==> src/rtl/ctrl_pkg.sv <==
// Shared encodings for the multicycle ARM control unit.
package ctrl_pkg;

   localparam int unsigned STATE_W    = 4;
   localparam int unsigned ALU_CTRL_W = 3;
   localparam int unsigned CMD_W      = 4;
   localparam int unsigned COND_W     = 4;
   localparam int unsigned FLAGS_W    = 4;
   localparam int unsigned SEL_W      = 2;

   typedef enum logic [STATE_W-1:0] {
      FETCH,
      DECODE,
      MEMADR,
      MEMRD,
      MEMWB,
      MEMWR,
      EXECUTER,
      EXECUTEI,
      ALUWB,
      BRANCH
   } state_t;

   // ALUControl codes
   localparam logic [ALU_CTRL_W-1:0] ALU_ADD = 3'b000;
   localparam logic [ALU_CTRL_W-1:0] ALU_SUB = 3'b001;
   localparam logic [ALU_CTRL_W-1:0] ALU_AND = 3'b010;
   localparam logic [ALU_CTRL_W-1:0] ALU_ORR = 3'b011;
   localparam logic [ALU_CTRL_W-1:0] ALU_EOR = 3'b100;

   // Data-processing cmd field values
   localparam logic [CMD_W-1:0] CMD_AND = 4'b0000;
   localparam logic [CMD_W-1:0] CMD_EOR = 4'b0001;
   localparam logic [CMD_W-1:0] CMD_SUB = 4'b0010;
   localparam logic [CMD_W-1:0] CMD_ADD = 4'b0100;
   localparam logic [CMD_W-1:0] CMD_CMP = 4'b1010;
   localparam logic [CMD_W-1:0] CMD_ORR = 4'b1100;

   // Condition field codes
   localparam logic [COND_W-1:0] COND_EQ = 4'b0000;
   localparam logic [COND_W-1:0] COND_NE = 4'b0001;
   localparam logic [COND_W-1:0] COND_CS = 4'b0010;
   localparam logic [COND_W-1:0] COND_CC = 4'b0011;
   localparam logic [COND_W-1:0] COND_MI = 4'b0100;
   localparam logic [COND_W-1:0] COND_PL = 4'b0101;
   localparam logic [COND_W-1:0] COND_VS = 4'b0110;
   localparam logic [COND_W-1:0] COND_VC = 4'b0111;
   localparam logic [COND_W-1:0] COND_HI = 4'b1000;
   localparam logic [COND_W-1:0] COND_LS = 4'b1001;
   localparam logic [COND_W-1:0] COND_GE = 4'b1010;
   localparam logic [COND_W-1:0] COND_LT = 4'b1011;
   localparam logic [COND_W-1:0] COND_GT = 4'b1100;
   localparam logic [COND_W-1:0] COND_LE = 4'b1101;
   localparam logic [COND_W-1:0] COND_AL = 4'b1110;
   localparam logic [COND_W-1:0] COND_NV = 4'b1111;

   // ALUSrcB encodings
   localparam logic [SEL_W-1:0] SRCB_RM   = 2'b00;
   localparam logic [SEL_W-1:0] SRCB_IMM  = 2'b01;
   localparam logic [SEL_W-1:0] SRCB_FOUR = 2'b10;

   // ResultSrc encodings
   localparam logic [SEL_W-1:0] RES_ALUOUT    = 2'b00;
   localparam logic [SEL_W-1:0] RES_READDATA  = 2'b01;
   localparam logic [SEL_W-1:0] RES_ALURESULT = 2'b10;

   // Op field classes
   localparam logic [SEL_W-1:0] OP_DP  = 2'b00;
   localparam logic [SEL_W-1:0] OP_MEM = 2'b01;
   localparam logic [SEL_W-1:0] OP_BR  = 2'b10;

   localparam logic [3:0] REG_PC = 4'd15;

endpackage

==> src/rtl/cond_unit.sv <==
// Architectural NZCV flags, latched condition result and condition evaluation.
module cond_unit
   import ctrl_pkg::*;
(
   input  logic               clk,
   input  logic               reset,
   input  logic [COND_W-1:0]  Cond,
   input  logic [FLAGS_W-1:0] ALUFlags,
   input  logic [1:0]         FlagW,
   input  logic               FlagEn,
   input  logic               LatchCond,
   output logic               CondExR
);

   logic [FLAGS_W-1:0] flags;
   logic               cond_ex;
   logic               n, z, c, v;

   // Flags register: NZ and CV halves update independently, only for executed instructions
   always_ff @(posedge clk) begin
      if (reset) begin
         flags <= '0;
      end else if (FlagEn && CondExR) begin
         if (FlagW[1]) flags[3:2] <= ALUFlags[3:2];
         if (FlagW[0]) flags[1:0] <= ALUFlags[1:0];
      end
   end

   // Condition result captured in DECODE and held for the rest of the instruction
   always_ff @(posedge clk) begin
      if (reset) begin
         CondExR <= 1'b0;
      end else if (LatchCond) begin
         CondExR <= cond_ex;
      end
   end

   // Evaluate the condition field against the registered flags
   always_comb begin
      {n, z, c, v} = flags;
      cond_ex = 1'b0;
      case (Cond)
         COND_EQ: cond_ex = z;
         COND_NE: cond_ex = ~z;
         COND_CS: cond_ex = c;
         COND_CC: cond_ex = ~c;
         COND_MI: cond_ex = n;
         COND_PL: cond_ex = ~n;
         COND_VS: cond_ex = v;
         COND_VC: cond_ex = ~v;
         COND_HI: cond_ex = c & ~z;
         COND_LS: cond_ex = ~c | z;
         COND_GE: cond_ex = (n == v);
         COND_LT: cond_ex = (n != v);
         COND_GT: cond_ex = ~z & (n == v);
         COND_LE: cond_ex = z | (n != v);
         COND_AL: cond_ex = 1'b1;
         COND_NV: cond_ex = 1'b0;
         default: cond_ex = 1'b0;
      endcase
   end

endmodule

==> src/rtl/multicycle_controller.sv <==
// Multicycle ARM control unit: main FSM, ALU decoder and condition unit.
module multicycle_controller
   import ctrl_pkg::*;
(
   input  logic                  clk,
   input  logic                  reset,
   input  logic [COND_W-1:0]     Cond,
   input  logic [1:0]            Op,
   input  logic [5:0]            Funct,
   input  logic [3:0]            Rd,
   input  logic [FLAGS_W-1:0]    ALUFlags,
   output logic                  PCWrite,
   output logic                  MemWrite,
   output logic                  RegWrite,
   output logic                  IRWrite,
   output logic                  AdrSrc,
   output logic [1:0]            RegSrc,
   output logic                  ALUSrcA,
   output logic [SEL_W-1:0]      ALUSrcB,
   output logic [SEL_W-1:0]      ResultSrc,
   output logic [1:0]            ImmSrc,
   output logic [ALU_CTRL_W-1:0] ALUControl
);

   state_t                  state, state_next;
   logic [CMD_W-1:0]        cmd;
   logic                    s_bit;
   logic [ALU_CTRL_W-1:0]   dp_alu_ctrl;
   logic                    no_write;
   logic                    cmd_arith;
   logic                    is_cmp;
   logic [1:0]              flag_w;
   logic                    flag_en;
   logic                    latch_cond;
   logic                    cond_ex_r;
   logic                    rd_is_pc;
   logic                    dp_wb_en;

   assign cmd      = Funct[4:1];
   assign s_bit    = Funct[0];
   assign is_cmp   = (cmd == CMD_CMP);
   assign rd_is_pc = (Rd == REG_PC);
   assign dp_wb_en = cond_ex_r & ~no_write;

   // NZ update on S or CMP; CV only for the arithmetic commands
   assign flag_w[1] = s_bit | is_cmp;
   assign flag_w[0] = flag_w[1] & cmd_arith;

   cond_unit u_cond_unit (
      .clk       (clk),
      .reset     (reset),
      .Cond      (Cond),
      .ALUFlags  (ALUFlags),
      .FlagW     (flag_w),
      .FlagEn    (flag_en),
      .LatchCond (latch_cond),
      .CondExR   (cond_ex_r)
   );

   // ALU decoder for data-processing commands
   always_comb begin
      dp_alu_ctrl = ALU_ADD;
      no_write    = 1'b0;
      cmd_arith   = 1'b0;
      case (cmd)
         CMD_ADD: begin dp_alu_ctrl = ALU_ADD; cmd_arith = 1'b1; end
         CMD_SUB: begin dp_alu_ctrl = ALU_SUB; cmd_arith = 1'b1; end
         CMD_CMP: begin dp_alu_ctrl = ALU_SUB; cmd_arith = 1'b1; no_write = 1'b1; end
         CMD_AND: dp_alu_ctrl = ALU_AND;
         CMD_ORR: dp_alu_ctrl = ALU_ORR;
         CMD_EOR: dp_alu_ctrl = ALU_EOR;
         default: begin dp_alu_ctrl = ALU_ADD; no_write = 1'b1; end
      endcase
   end

   // State register
   always_ff @(posedge clk) begin
      if (reset) begin
         state <= FETCH;
      end else begin
         state <= state_next;
      end
   end

   // Next-state logic
   always_comb begin
      state_next = FETCH;
      case (state)
         FETCH:    state_next = DECODE;
         DECODE: begin
            case (Op)
               OP_DP:   state_next = Funct[5] ? EXECUTEI : EXECUTER;
               OP_MEM:  state_next = MEMADR;
               OP_BR:   state_next = BRANCH;
               default: state_next = FETCH;
            endcase
         end
         EXECUTER: state_next = ALUWB;
         EXECUTEI: state_next = ALUWB;
         ALUWB:    state_next = FETCH;
         MEMADR:   state_next = Funct[0] ? MEMRD : MEMWR;
         MEMRD:    state_next = MEMWB;
         MEMWB:    state_next = FETCH;
         MEMWR:    state_next = FETCH;
         BRANCH:   state_next = FETCH;
         default:  state_next = FETCH;
      endcase
   end

   // Datapath enables and selects; write enables are held low during reset
   always_comb begin
      PCWrite    = 1'b0;
      MemWrite   = 1'b0;
      RegWrite   = 1'b0;
      IRWrite    = 1'b0;
      AdrSrc     = 1'b0;
      ALUSrcA    = 1'b0;
      ALUSrcB    = SRCB_RM;
      ResultSrc  = RES_ALUOUT;
      ALUControl = ALU_ADD;
      flag_en    = 1'b0;
      latch_cond = 1'b0;
      RegSrc     = {(Op == OP_MEM), (Op == OP_BR)};
      ImmSrc     = Op;
      case (state)
         FETCH: begin
            IRWrite   = 1'b1;
            PCWrite   = 1'b1;
            ALUSrcA   = 1'b1;
            ALUSrcB   = SRCB_FOUR;
            ResultSrc = RES_ALURESULT;
         end
         DECODE: begin
            ALUSrcA    = 1'b1;
            ALUSrcB    = SRCB_FOUR;
            ResultSrc  = RES_ALURESULT;
            latch_cond = 1'b1;
         end
         EXECUTER: begin
            ALUSrcB    = SRCB_RM;
            ALUControl = dp_alu_ctrl;
            flag_en    = 1'b1;
         end
         EXECUTEI: begin
            ALUSrcB    = SRCB_IMM;
            ALUControl = dp_alu_ctrl;
            flag_en    = 1'b1;
         end
         ALUWB: begin
            ResultSrc = RES_ALUOUT;
            PCWrite   = dp_wb_en & rd_is_pc;
            RegWrite  = dp_wb_en & ~rd_is_pc;
         end
         MEMADR: begin
            ALUSrcB = SRCB_IMM;
         end
         MEMRD: begin
            AdrSrc = 1'b1;
         end
         MEMWB: begin
            ResultSrc = RES_READDATA;
            PCWrite   = cond_ex_r & rd_is_pc;
            RegWrite  = cond_ex_r & ~rd_is_pc;
         end
         MEMWR: begin
            AdrSrc   = 1'b1;
            MemWrite = cond_ex_r;
         end
         BRANCH: begin
            ALUSrcB   = SRCB_IMM;
            ResultSrc = RES_ALURESULT;
            PCWrite   = cond_ex_r;
         end
         default: ;
      endcase
      if (reset) begin
         PCWrite  = 1'b0;
         MemWrite = 1'b0;
         RegWrite = 1'b0;
         IRWrite  = 1'b0;
      end
   end

endmodule

==> config.mk <==
export PLATFORM = sky130hd
export DESIGN_NAME = multicycle_controller
export DESIGN_NICKNAME = d
export VERILOG_FILES = /design/src/rtl/ctrl_pkg.sv /design/src/rtl/cond_unit.sv /design/src/rtl/multicycle_controller.sv
export SDC_FILE = /design/constraint.sdc
export NUM_CORES = 1
export LEC_CHECK = 0
export CAP_MARGIN = 15
export CORE_MARGIN = 2
export CORE_UTILIZATION = 44
export DETAILED_ROUTE_END_ITERATION = 10
export PLACE_DENSITY_LB_ADDON = 0.3
export SLEW_MARGIN = 20
export SYNTH_ARGS = -nofsm -noshare
export SYNTH_HDL_FRONTEND = slang
export SYNTH_HIERARCHICAL = 1
export SYNTH_SLANG_ARGS = --single-unit
==> constraint.sdc <==
create_clock -name clk -period 3.25 [get_ports clk]
set_input_delay 0.65 -clock clk [delete_from_list [all_inputs] [get_ports clk]]
set_output_delay 0.65 -clock clk [all_outputs]
set_load 0.1 [all_outputs]
==> metrics <==
leakage power 0.551 nW; Congestion Overflow GR 0; final hold slack 0.525 ns; wire length on met1 896 um; Netlist Area Pre-Place 843 sq um; Via-to-Cell Ratio 5.49; Comb power frac 0.495; initial antenna violation count 0; clock skew after layout 0.00853 ns; VDD IR-drop max 251 uV; Detailed Route WL 2190 um; Crit Path Max Fanout 6; register bit total from synthesis 9; crit share post-route 0.902; Slew Limit Fails 0; Avg WL per Cell 13.2 um; nets 164; Cells after Synth 105; Synth area leader dfxtp_1; CTS tree built; largest cells by area after synthesis dfxtp_1 21%, mux2i_1 5.9%, nor3_1 4.7%; Setup CP Type in -> out; # Max-Cap Violations 0; Design Area, Final 0.00136 sq mm; WL met3 149 um; I/O pin count 39; CTS Hold Bufs 0; CTS Buf Count 3; clk slew on worst S/H paths 0.07 ns; Initial Util 0.478; Post-Place Setup Slack 0.301 ns; syn_nets 127; Async SR Flop Fraction 0; max layer used met4; run status finished, final reports clean; # clock sinks 9; Longest Clk Path Bufs 2; clock power share 0.211; first-pass GRT wire length 3690 um; n_diodes 0; Die Height 47.8 um; via count 911; H-Tree Depth 1; area grow syn2layout 61.3%; largest net degree at the start of global routing 18; Tmin final 2.93 ns; GRT Total Usage 0.231; WP data arrival 2.28 ns; post-route ant nets 0; CTS Root Cell clkbuf_4; startpoint types input port; Seq/Total Area, Yosys 0.214; Core ar. 0.00176 sq mm; Synth top area share 0.214; YS warnings 6; Final setup violation count 0; Max-slew headroom 0.583; port bufs 38; Distinct cells, synth 40; # Post-CTS Setup Buffers 0; Synth Flop Type dfxtp_1; RSZ-0062 raised after global routing no; NetSw 0.201 mW; DP Area 0.00133 sq mm; Sw Ratio 0.458; layout cells sized above 1 0.291; number of synthesized flops with an enable pin 0; wire length on met2 1080 um; Clk Latency, worst-skew pair 0.28 ns; post-route DRC violation count 0; # rows 15; Peak Freq 0.341 GHz; PostCTS Resize Cnt 0; number of DRC markers in iteration 0 31; Power Density 323 mW/mm^2; syn_area_per_cell 8.03 sq um; final critical-path setup slack 0.319 ns; Req. time, crit path 2.60 ns; Flop pwr share 0.294; Pre-Repair DR Iteration Count 4; gpl congestion 0.868; die footprint 0.00228 sq mm; vias in the first global route 884; Worst Hold Class reg -> reg; kind of end point of the critical path output pin; Worst-Margin Slew 0.624 ns; post-DP HPWL 1730 um; Die W 47.8 um; Hold Vio Cnt, Final 0; Internal 0.238 mW
worst max-delay path, cell delays in order:
cell and delay, ns:
clkdlybuf4s50_1 0.54, nor4b_4 0.36, a221oi_2 0.10, o41ai_4 0.41, buf_12 0.22
worst paths after layout:
path | cells after the start | to | startpoint | slack [ns]
setup / recovery | 5 | PCWrite | Funct[2] | 0.32
hold / removal | 2 | u_cond_unit/flags[1]$_SDFFE_PP0P_ | u_cond_unit/flags[1]$_SDFFE_PP0P_ | 0.52
setup reg to reg | 4 | u_cond_unit/CondExR$_SDFFE_PP0P_ | state[0]$_SDFF_PP0_ | 1.39
hold reg to reg | 2 | u_cond_unit/flags[1]$_SDFFE_PP0P_ | u_cond_unit/flags[1]$_SDFFE_PP0P_ | 0.52
final cells by class:
| cell class | count | area [sq um] |
|---|---|---|
| flip-flops and latches | 9 | 180 |
| well taps | 25 | 31.3 |
| clock inverters | 1 | 5.00 |
| repair buffers | 39 | 445 |
| fillers | 140 | 404 |
| multi-input cells | 84 | 657 |
| inverters | 5 | 18.8 |
| clock buffers | 3 | 22.5 |
through the flow:
| step | setup TNS (ns) | util | cells | power (mW) |
|---|---|---|---|---|
| floorplan | -0.178 | - | 105 | 0.280 |
| global placement | 0 | 0.755 | 162 | 0.345 |
| detailed placement | 0 | 0.755 | 162 | 0.349 |
| CTS | 0 | 0.771 | 166 | 0.441 |
| global route | 0 | 0.771 | 166 | 0.457 |
| finish | 0 | 0.771 | 166 | 0.439 |
synthesized netlist by cell type, types with 2 or more instances:
master,number
nor2_1,10
dfxtp_1,9
nor3_1,8
nand2_1,6
a21oi_1,5
inv_1,5
mux2i_1,5
o21ai_0,5
nor2b_1,4
xnor2_1,4
buf_2,3
nand2b_1,3
nand3b_1,3
nor4_1,3
and3_1,2
buf_4,2
buf_6,2
nand3_1,2
nor3b_1,2
or3_1,2
placed cells by master (no fill, tap or decap), types with 2 or more instances in the layout:
cell type and n:
clkdlybuf4s50_1 21, nor2_1 10, buf_4 10, dfxtp_1 9
buf_12 8, nand2_1 6, nor3_2 6, inv_1 5
a21oi_1 5, o21ai_0 5, mux2i_1 5, nor2b_1 4
xnor2_1 4, nand2b_1 3, nand3b_1 3, clkbuf_4 3
nor4b_2 2, nor4_2 2, nor3b_1 2, or3_1 2
and3_1 2, nor3_1 2, nand3_1 2
kinds of logic after synthesis:
family | synth area share
xor+xnor | 0.0519
compound gates | 0.180
flops | 0.214
mux | 0.0771
simple gates | 0.393
buf+inv | 0.0846
power by group through the flow:
stage	clock network, mW	logic, mW	registers [mW]
6_report	0.0928	0.218	0.129
5_1_grt	0.0960	0.230	0.131
4_1_cts	0.0936	0.219	0.129
3_5_place_dp	0	0.218	0.132
3_3_place_gp	0	0.214	0.131
2_1_floorplan	0	0.159	0.120
registers in the layout, indices dropped and copies added, names as in the netlist:
| register | cells |
|---|---|
| u_cond_unit/flags | 4 |
| u_cond_unit/CondExR | 1 |
| state | 4 |
metal layers:
| layer | track usage | up-vias |
|---|---|---|
| li1 | - | 458 |
| met1 | 0.259 | 409 |
| met2 | 0.408 | 37 |
| met3 | 0.0415 | 7 |
| met4 | 0.124 | 0 |
| met5 | 0 | - |
No activity file was read; power rests on OpenSTA's default activity.
